`src/rtl/point_cmd_pkg.sv`:
```
// point_cmd_pkg: ASCII constants, state encoding and defaults shared by the point command decoder.
package point_cmd_pkg;
    localparam logic [7:0] CH_HASH = 8'h23;
    localparam logic [7:0] CH_DASH = 8'h2D;
    localparam logic [7:0] CH_LF = 8'h0A;
    localparam logic [7:0] CH_ZERO = 8'h30;
    localparam logic [7:0] CH_NINE = 8'h39;
    localparam int unsigned DEFAULT_MAX_NODE = 29;
    typedef enum logic [1:0] {
        IDLE = 2'd0,
        SP_DIG = 2'd1,
        EP_DIG = 2'd2,
        HOLD = 2'd3
    } state_t;
endpackage

```
`src/rtl/point_cmd_decoder_if.sv`:
```
// point_cmd_decoder_if: UART byte stream in, decoded points and status out.
interface point_cmd_decoder_if;
    logic [7:0] rx_data;
    logic rx_valid;
    logic [7:0] SP;
    logic [7:0] EP;
    logic cpu_reset;
    logic frame_err;
    logic busy;
    modport master (output rx_data, rx_valid, input SP, EP, cpu_reset, frame_err, busy);
    modport slave (input rx_data, rx_valid, output SP, EP, cpu_reset, frame_err, busy);
endinterface

```
`src/rtl/ascii_digit_acc.sv`:
```
// ascii_digit_acc: accumulates up to two ASCII decimal digits into a 7-bit value.
module ascii_digit_acc
    import point_cmd_pkg::*;
(
    input  logic       clk,
    input  logic       rst,
    input  logic       clear,
    input  logic       strobe,
    input  logic [7:0] data,
    output logic       is_digit,
    output logic [6:0] acc,
    output logic [1:0] count,
    output logic       overflow
);
    assign is_digit = data >= CH_ZERO && data <= CH_NINE;
    assign overflow = is_digit && count == 2'd2;
    always_ff @(posedge clk) begin
        if (rst || clear) begin
            acc <= '0;
            count <= '0;
        end else if (strobe && is_digit && !overflow) begin
            acc <= acc * 7'd10 + {3'b0, data[3:0]};
            count <= count + 2'd1;
        end
    end
endmodule

```
`src/rtl/point_cmd_decoder.sv`:
```
// point_cmd_decoder: parses "#SP-EP\n" UART frames into SP/EP node numbers and a cpu_reset window.
// Define CMD_TIMEOUT_EN to abort a partial frame after TIMEOUT_CYCLES idle cycles.
module point_cmd_decoder
    import point_cmd_pkg::*;
#(
    parameter int unsigned MAX_NODE = DEFAULT_MAX_NODE,
    parameter int unsigned HOLD_CYCLES = 4
`ifdef CMD_TIMEOUT_EN
    , parameter int unsigned TIMEOUT_CYCLES = 50000
`endif
)(
    input logic adc_sck,
    input logic reset,
    point_cmd_decoder_if.slave bus
);
    state_t state;
    logic [6:0] sp_stage;
    logic [7:0] sp;
    logic [7:0] ep;
    logic cpu_reset;
    logic frame_err;
    logic busy;
    logic [31:0] hold_cnt;
    logic is_digit;
    logic overflow;
    logic [6:0] acc;
    logic [1:0] count;
    logic in_dig;
    logic take_digit;
    logic dash_ok;
    logic accept;
    logic timeout;
    logic err;
    logic resync;

    assign in_dig = state == SP_DIG || state == EP_DIG;
    assign take_digit = in_dig && bus.rx_valid && is_digit && !overflow;
    assign dash_ok = state == SP_DIG && bus.rx_valid && bus.rx_data == CH_DASH && count != 2'd0;
    assign accept = state == EP_DIG && bus.rx_valid && bus.rx_data == CH_LF && count != 2'd0
                    && 32'(sp_stage) <= MAX_NODE && 32'(acc) <= MAX_NODE;
    assign err = timeout || (in_dig && bus.rx_valid && !take_digit && !dash_ok && !accept);
    assign resync = bus.rx_valid && bus.rx_data == CH_HASH;

    // Accumulator is held clear outside the digit states and whenever a byte ends a number.
    ascii_digit_acc u_acc (
        .clk(adc_sck),
        .rst(reset),
        .clear(!in_dig || (bus.rx_valid && !take_digit)),
        .strobe(take_digit),
        .data(bus.rx_data),
        .is_digit(is_digit),
        .acc(acc),
        .count(count),
        .overflow(overflow)
    );

`ifdef CMD_TIMEOUT_EN
    logic [31:0] gap;
    assign timeout = in_dig && !bus.rx_valid && gap == TIMEOUT_CYCLES - 1;
    always_ff @(posedge adc_sck) begin
        if (reset || !in_dig || bus.rx_valid) gap <= '0;
        else gap <= gap + 32'd1;
    end
`else
    assign timeout = 1'b0;
`endif

    always_ff @(posedge adc_sck) begin
        if (reset) begin
            state <= IDLE;
            sp_stage <= '0;
            sp <= '0;
            ep <= '0;
            cpu_reset <= 1'b0;
            frame_err <= 1'b0;
            busy <= 1'b0;
            hold_cnt <= '0;
        end else begin
            frame_err <= err;
            if (err) begin
                state <= resync ? SP_DIG : IDLE;
                busy <= resync;
            end else if (state == IDLE && resync) begin
                state <= SP_DIG;
                busy <= 1'b1;
            end else if (dash_ok) begin
                sp_stage <= acc;
                state <= EP_DIG;
            end else if (accept) begin
                sp <= {1'b0, sp_stage};
                ep <= {1'b0, acc};
                cpu_reset <= 1'b1;
                hold_cnt <= '0;
                state <= HOLD;
            end else if (state == HOLD) begin
                hold_cnt <= hold_cnt + 32'd1;
                if (hold_cnt == HOLD_CYCLES - 1) begin
                    cpu_reset <= 1'b0;
                    busy <= 1'b0;
                    state <= IDLE;
                end
            end
        end
    end

    assign bus.SP = sp;
    assign bus.EP = ep;
    assign bus.cpu_reset = cpu_reset;
    assign bus.frame_err = frame_err;
    assign bus.busy = busy;
endmodule

```
`src/flat_wrapper.sv`:
```
// flat-port wrapper written by rule: the top's interface ports become plain ports
module point_cmd_decoder_flat import point_cmd_pkg::*;
#(
    parameter int unsigned MAX_NODE = DEFAULT_MAX_NODE,
    parameter int unsigned HOLD_CYCLES = 4

)
  (adc_sck, reset, bus_rx_data, bus_rx_valid, bus_SP, bus_EP, bus_cpu_reset, bus_frame_err, bus_busy);
  point_cmd_decoder_if bus_i ();
  input logic adc_sck;
  input logic reset;
  input wire logic [$bits(bus_i.rx_data)-1:0] bus_rx_data;
  input wire logic [$bits(bus_i.rx_valid)-1:0] bus_rx_valid;
  output wire logic [$bits(bus_i.SP)-1:0] bus_SP;
  output wire logic [$bits(bus_i.EP)-1:0] bus_EP;
  output wire logic [$bits(bus_i.cpu_reset)-1:0] bus_cpu_reset;
  output wire logic [$bits(bus_i.frame_err)-1:0] bus_frame_err;
  output wire logic [$bits(bus_i.busy)-1:0] bus_busy;
  assign bus_i.rx_data = bus_rx_data;
  assign bus_i.rx_valid = bus_rx_valid;
  assign bus_SP = bus_i.SP;
  assign bus_EP = bus_i.EP;
  assign bus_cpu_reset = bus_i.cpu_reset;
  assign bus_frame_err = bus_i.frame_err;
  assign bus_busy = bus_i.busy;
  point_cmd_decoder #(.MAX_NODE(MAX_NODE), .HOLD_CYCLES(HOLD_CYCLES)) u_core (.adc_sck(adc_sck), .reset(reset), .bus(bus_i));
endmodule
```
`config.mk`:
```
export PLATFORM = sky130hd
export DESIGN_NAME = point_cmd_decoder_flat
export DESIGN_NICKNAME = d
export VERILOG_FILES = /design/src/rtl/point_cmd_pkg.sv /design/src/rtl/point_cmd_decoder_if.sv /design/src/rtl/ascii_digit_acc.sv /design/src/rtl/point_cmd_decoder.sv /design/src/flat_wrapper.sv
export SDC_FILE = /design/constraint.sdc
export NUM_CORES = 1
export LEC_CHECK = 0
export ABC_AREA = 1
export CORE_ASPECT_RATIO = 0.5
export CORE_MARGIN = 3
export CORE_UTILIZATION = 61
export CTS_BUF_LIST = sky130_fd_sc_hd__clkbuf_16
export DETAILED_ROUTE_END_ITERATION = 8
export PLACE_DENSITY = 0.89
export SETUP_SLACK_MARGIN = 0.05
export SYNTH_ARGS = -nofsm -noshare
export SYNTH_HDL_FRONTEND = slang
export SYNTH_SLANG_ARGS = --single-unit
```
`constraint.sdc`:
```
create_clock -name adc_sck -period 3.1 [get_ports adc_sck]
set_clock_uncertainty 0.15 [all_clocks]
set_input_delay 0.93 -clock adc_sck [delete_from_list [all_inputs] [get_ports adc_sck]]
set_output_delay 0.93 -clock adc_sck [all_outputs]
set_load 0.03 [all_outputs]
```
==> impl_metrics.toml <==
[critical_path]
crit_chain = "clkdlybuf4s50_1 > nand2_1 > nor2_1 > nand2_1 > nor2_1 > nor2_1 > nand3_2 > nand2_2 > nor2_4 > buf_12 > nand2_1 > a21oi_1"
cp_top_family = "simple AND/OR/NAND/NOR gates"
crit_path_end_kind = "flip-flop"
critPathBufInv = 2
timing.rr.end = "u_core.hold_cnt[14]"
max_stage_delay_ns = 0.59
criticalPathCategory = "in2reg"
crit_arrival_ns = 2.93
rrSetupSlack_ns = 0.72
r2r_cells = 13
cp_data_required_time_ns = 3.20
rr_startpoint = "u_core.state[0]"
slowest_stage = "clkdlybuf4s50_1"
crit_fanout = 16
start_kind = "input port"

[hold_path]
hp-class = "reg2reg"
hold_end = "u_core.bus.SP[6]"
hold_path.startpoint = "u_core.bus.SP[6]"
holdPathStages = 2

[synth]
synth-edff-count = 0
async_reset_ff_share_pct = 0
syn_inst = 739
synth-seq-area-share_pct = 30.3
post-synth-top-count-cell = "nand2_1"
netlist-cell-type-count = 32
ys_ff_latch = 67
yosys.area.top_type = "dfxtp_1"
synth-main-ff-cell = "dfxtp_1"
synth_area_leaders = "dfxtp_1, nand2_1, nor2_1"
ys_warn_count = 0
avgSynthCellArea_um2 = 5.99
syn_area_um2 = 4420
synth_commonest_cells = "nand2_1, nor2_1, inv_1, dfxtp_1, a21oi_1"
synth_top_area_share_pct = 30.3

[route]
met3_length_um = 797
drt.antenna.violating_nets = 0
num_vias = 4643
first_iter_violations = 396
dr_wl_met2_mm = 5.19
routed_wl_mm = 11.2
post_drt_wl_per_cell_um = 12.9
avgViaCountPerCell = 5.36
drc = 0
maxUsedRoutingLayer = "met4"
wl_met1_mm = 4.97
drt_pre_antenna_iters = 5

[place]
port_buffers = 27
preCtsSetupSlack_ns = 0.0986
hpwl_mm = 7.55
post-place-cells = 851
gp_congestion = 0.934

[finish]
instances_no_fill = 867
num-fill-cells = 523
final_util_pct = 75.1
drive_gt1_share_pct = 6.45
fin_nets = 797
area_growth_pct = 16.4
n_antenna_cell = 0

[sta]
layout_setup_ws_ns = 0.274
setup_tns_ns = 0
final-setup-viol-count = 0
max_freq_mhz = 354
rsz0062_at_grt = "no"
finalHoldViolCount = 0
period_needed_ns = 2.83
period_share_pct = 91.2
slew_viol_final = 0

[clocking]
ctsRootBufferMaster = "clkbuf_16"
cts_max_level = 3
cts_buffer_depth = 2
cts_tree = "yes"
clkSinkCount = 67
clkLatencyLatePin_ns = 0.34
post-cts-setup-buffers = 0
path_clk_slew_ns = 0.06
hold_buffers = 0
cts_buffers = 9
ctsResizeCount = 0

[flow_run]
cap_violations = 0

[grt]
gr-total-overflow = 0
grt_usage_pct = 28.3
grt_max_degree = 44
grt_pass1_vias = 4430
grt_pass1_wl_mm = 19.3
antenna_found_initial = 0

[status]
outcome = "finished, final reports clean"

[pwr]
powerDensity_nw_per_um2 = 393
peakVddDrop_mv = 0.289
finalPower_mw = 2.03
p_leak_nw = 2.16

[floorplanning]
initial_core_util_pct = 64.5
design.die.area_um2 = 8370
die_h_um = 66.2
rows = 21
die_w_um = 126
core_um2 = 6860
io_pins = 30
-- worst max path at each step --
stage | startpoint | end | slack (ns) | cells after the start
after floorplan | bus_rx_data[1] | u_core.u_acc.acc[5] | 0.67 | 7
after global placement | bus_rx_data[1] | u_core.u_acc.acc[5] | 0.13 | 8
after detailed placement | bus_rx_valid | u_core.hold_cnt[3] | 0.1 | 12
after CTS | bus_rx_valid | u_core.hold_cnt[14] | 0.33 | 12
after global routing | bus_rx_valid | u_core.hold_cnt[14] | 0.1 | 12
final | bus_rx_valid | u_core.hold_cnt[14] | 0.27 | 12
-- cells by family (layout without fill, tap and decap cells) --
| group | Yosys count | in the layout | share of synthesized area, % |
|---|---|---|---|
| buffers and inverters | 118 | 153 | 11.1 |
| and+or+nand+nor | 442 | 442 | 41.0 |
| other | 1 | 2 | 0.0848 |
| adders and majority gates | 16 | 16 | 4.87 |
| DFF | 67 | 67 | 30.3 |
| AOI/OAI and AO/OA | 77 | 77 | 9.05 |
| xor gates and xnor gates | 18 | 18 | 3.56 |
-- where the power goes --
group | leakage, nW | switching [mW] | total, mW | internal [mW]
Combinational | 1.47 | 0.0375 | 0.0588 | 0.0213
Sequential | 0.539 | 0.0000942 | 0.861 | 0.861
Clock | 0.157 | 0.404 | 1.11 | 0.702
Total | 2.16 | 0.442 | 2.03 | 1.58
-- cell type report --
class	instances	area [um^2]	share of cell area, %
Multi-Input combinational cell	555	2590	50.3
Inverter	97	364	7.07
Clock buffer	9	225	4.37
Sequential cell	67	1340	26.0
Timing Repair Buffer	40	418	8.11
Clock inverter	7	93.8	1.82
Tap cell	92	115	2.24
-- state kept, by name, indices dropped and copies added (netlist names) --
name / count
u_core.bus.frame_err: 1
u_core.u_acc.count: 2
u_core.bus.busy: 1
u_core.bus.cpu_reset: 1
u_core.hold_cnt: 32
u_core.u_acc.acc: 7
u_core.state: 2
u_core.bus.EP: 7
u_core.sp_stage: 7
u_core.bus.SP: 7
-- layer usage --
metal	GRT usage [%]	vias up
met5	0	-
met4	11.6	0
met3	7.42	31
met2	48.4	164
li1	-	2335
met1	34.2	2113
-- metrics by stage --
| step | hold WS [ns] | area (um^2) |
|---|---|---|
| finish | 0.303 | 5150 |
| global route | 0.332 | 5150 |
| CTS | 0.304 | 5150 |
| detailed placement | 0.295 | 4830 |
| global placement | 0.288 | 4830 |
| floorplan | 0.289 | 4430 |
-- placed cells by master (no fill, tap or decap), types with 7 or more instances in the layout --
cell type / instances
xnor2_1: 8
o21ai_0: 15
buf_4: 9
clkdlybuf4s50_1: 27
nand4_1: 7
nand2_1: 264
dfxtp_1: 67
nor2_1: 114
xor2_1: 10
inv_1: 93
a21oi_1: 58
ha_1: 14
clkbuf_16: 9
nand3_1: 34
-- worst min-delay path, cell delays in order, from the launching register on --
cell	delay (ns)
dfxtp_1	0.31
nand3_1	0.07
inv_1	0.03
Power figures use the tool's default switching activity.
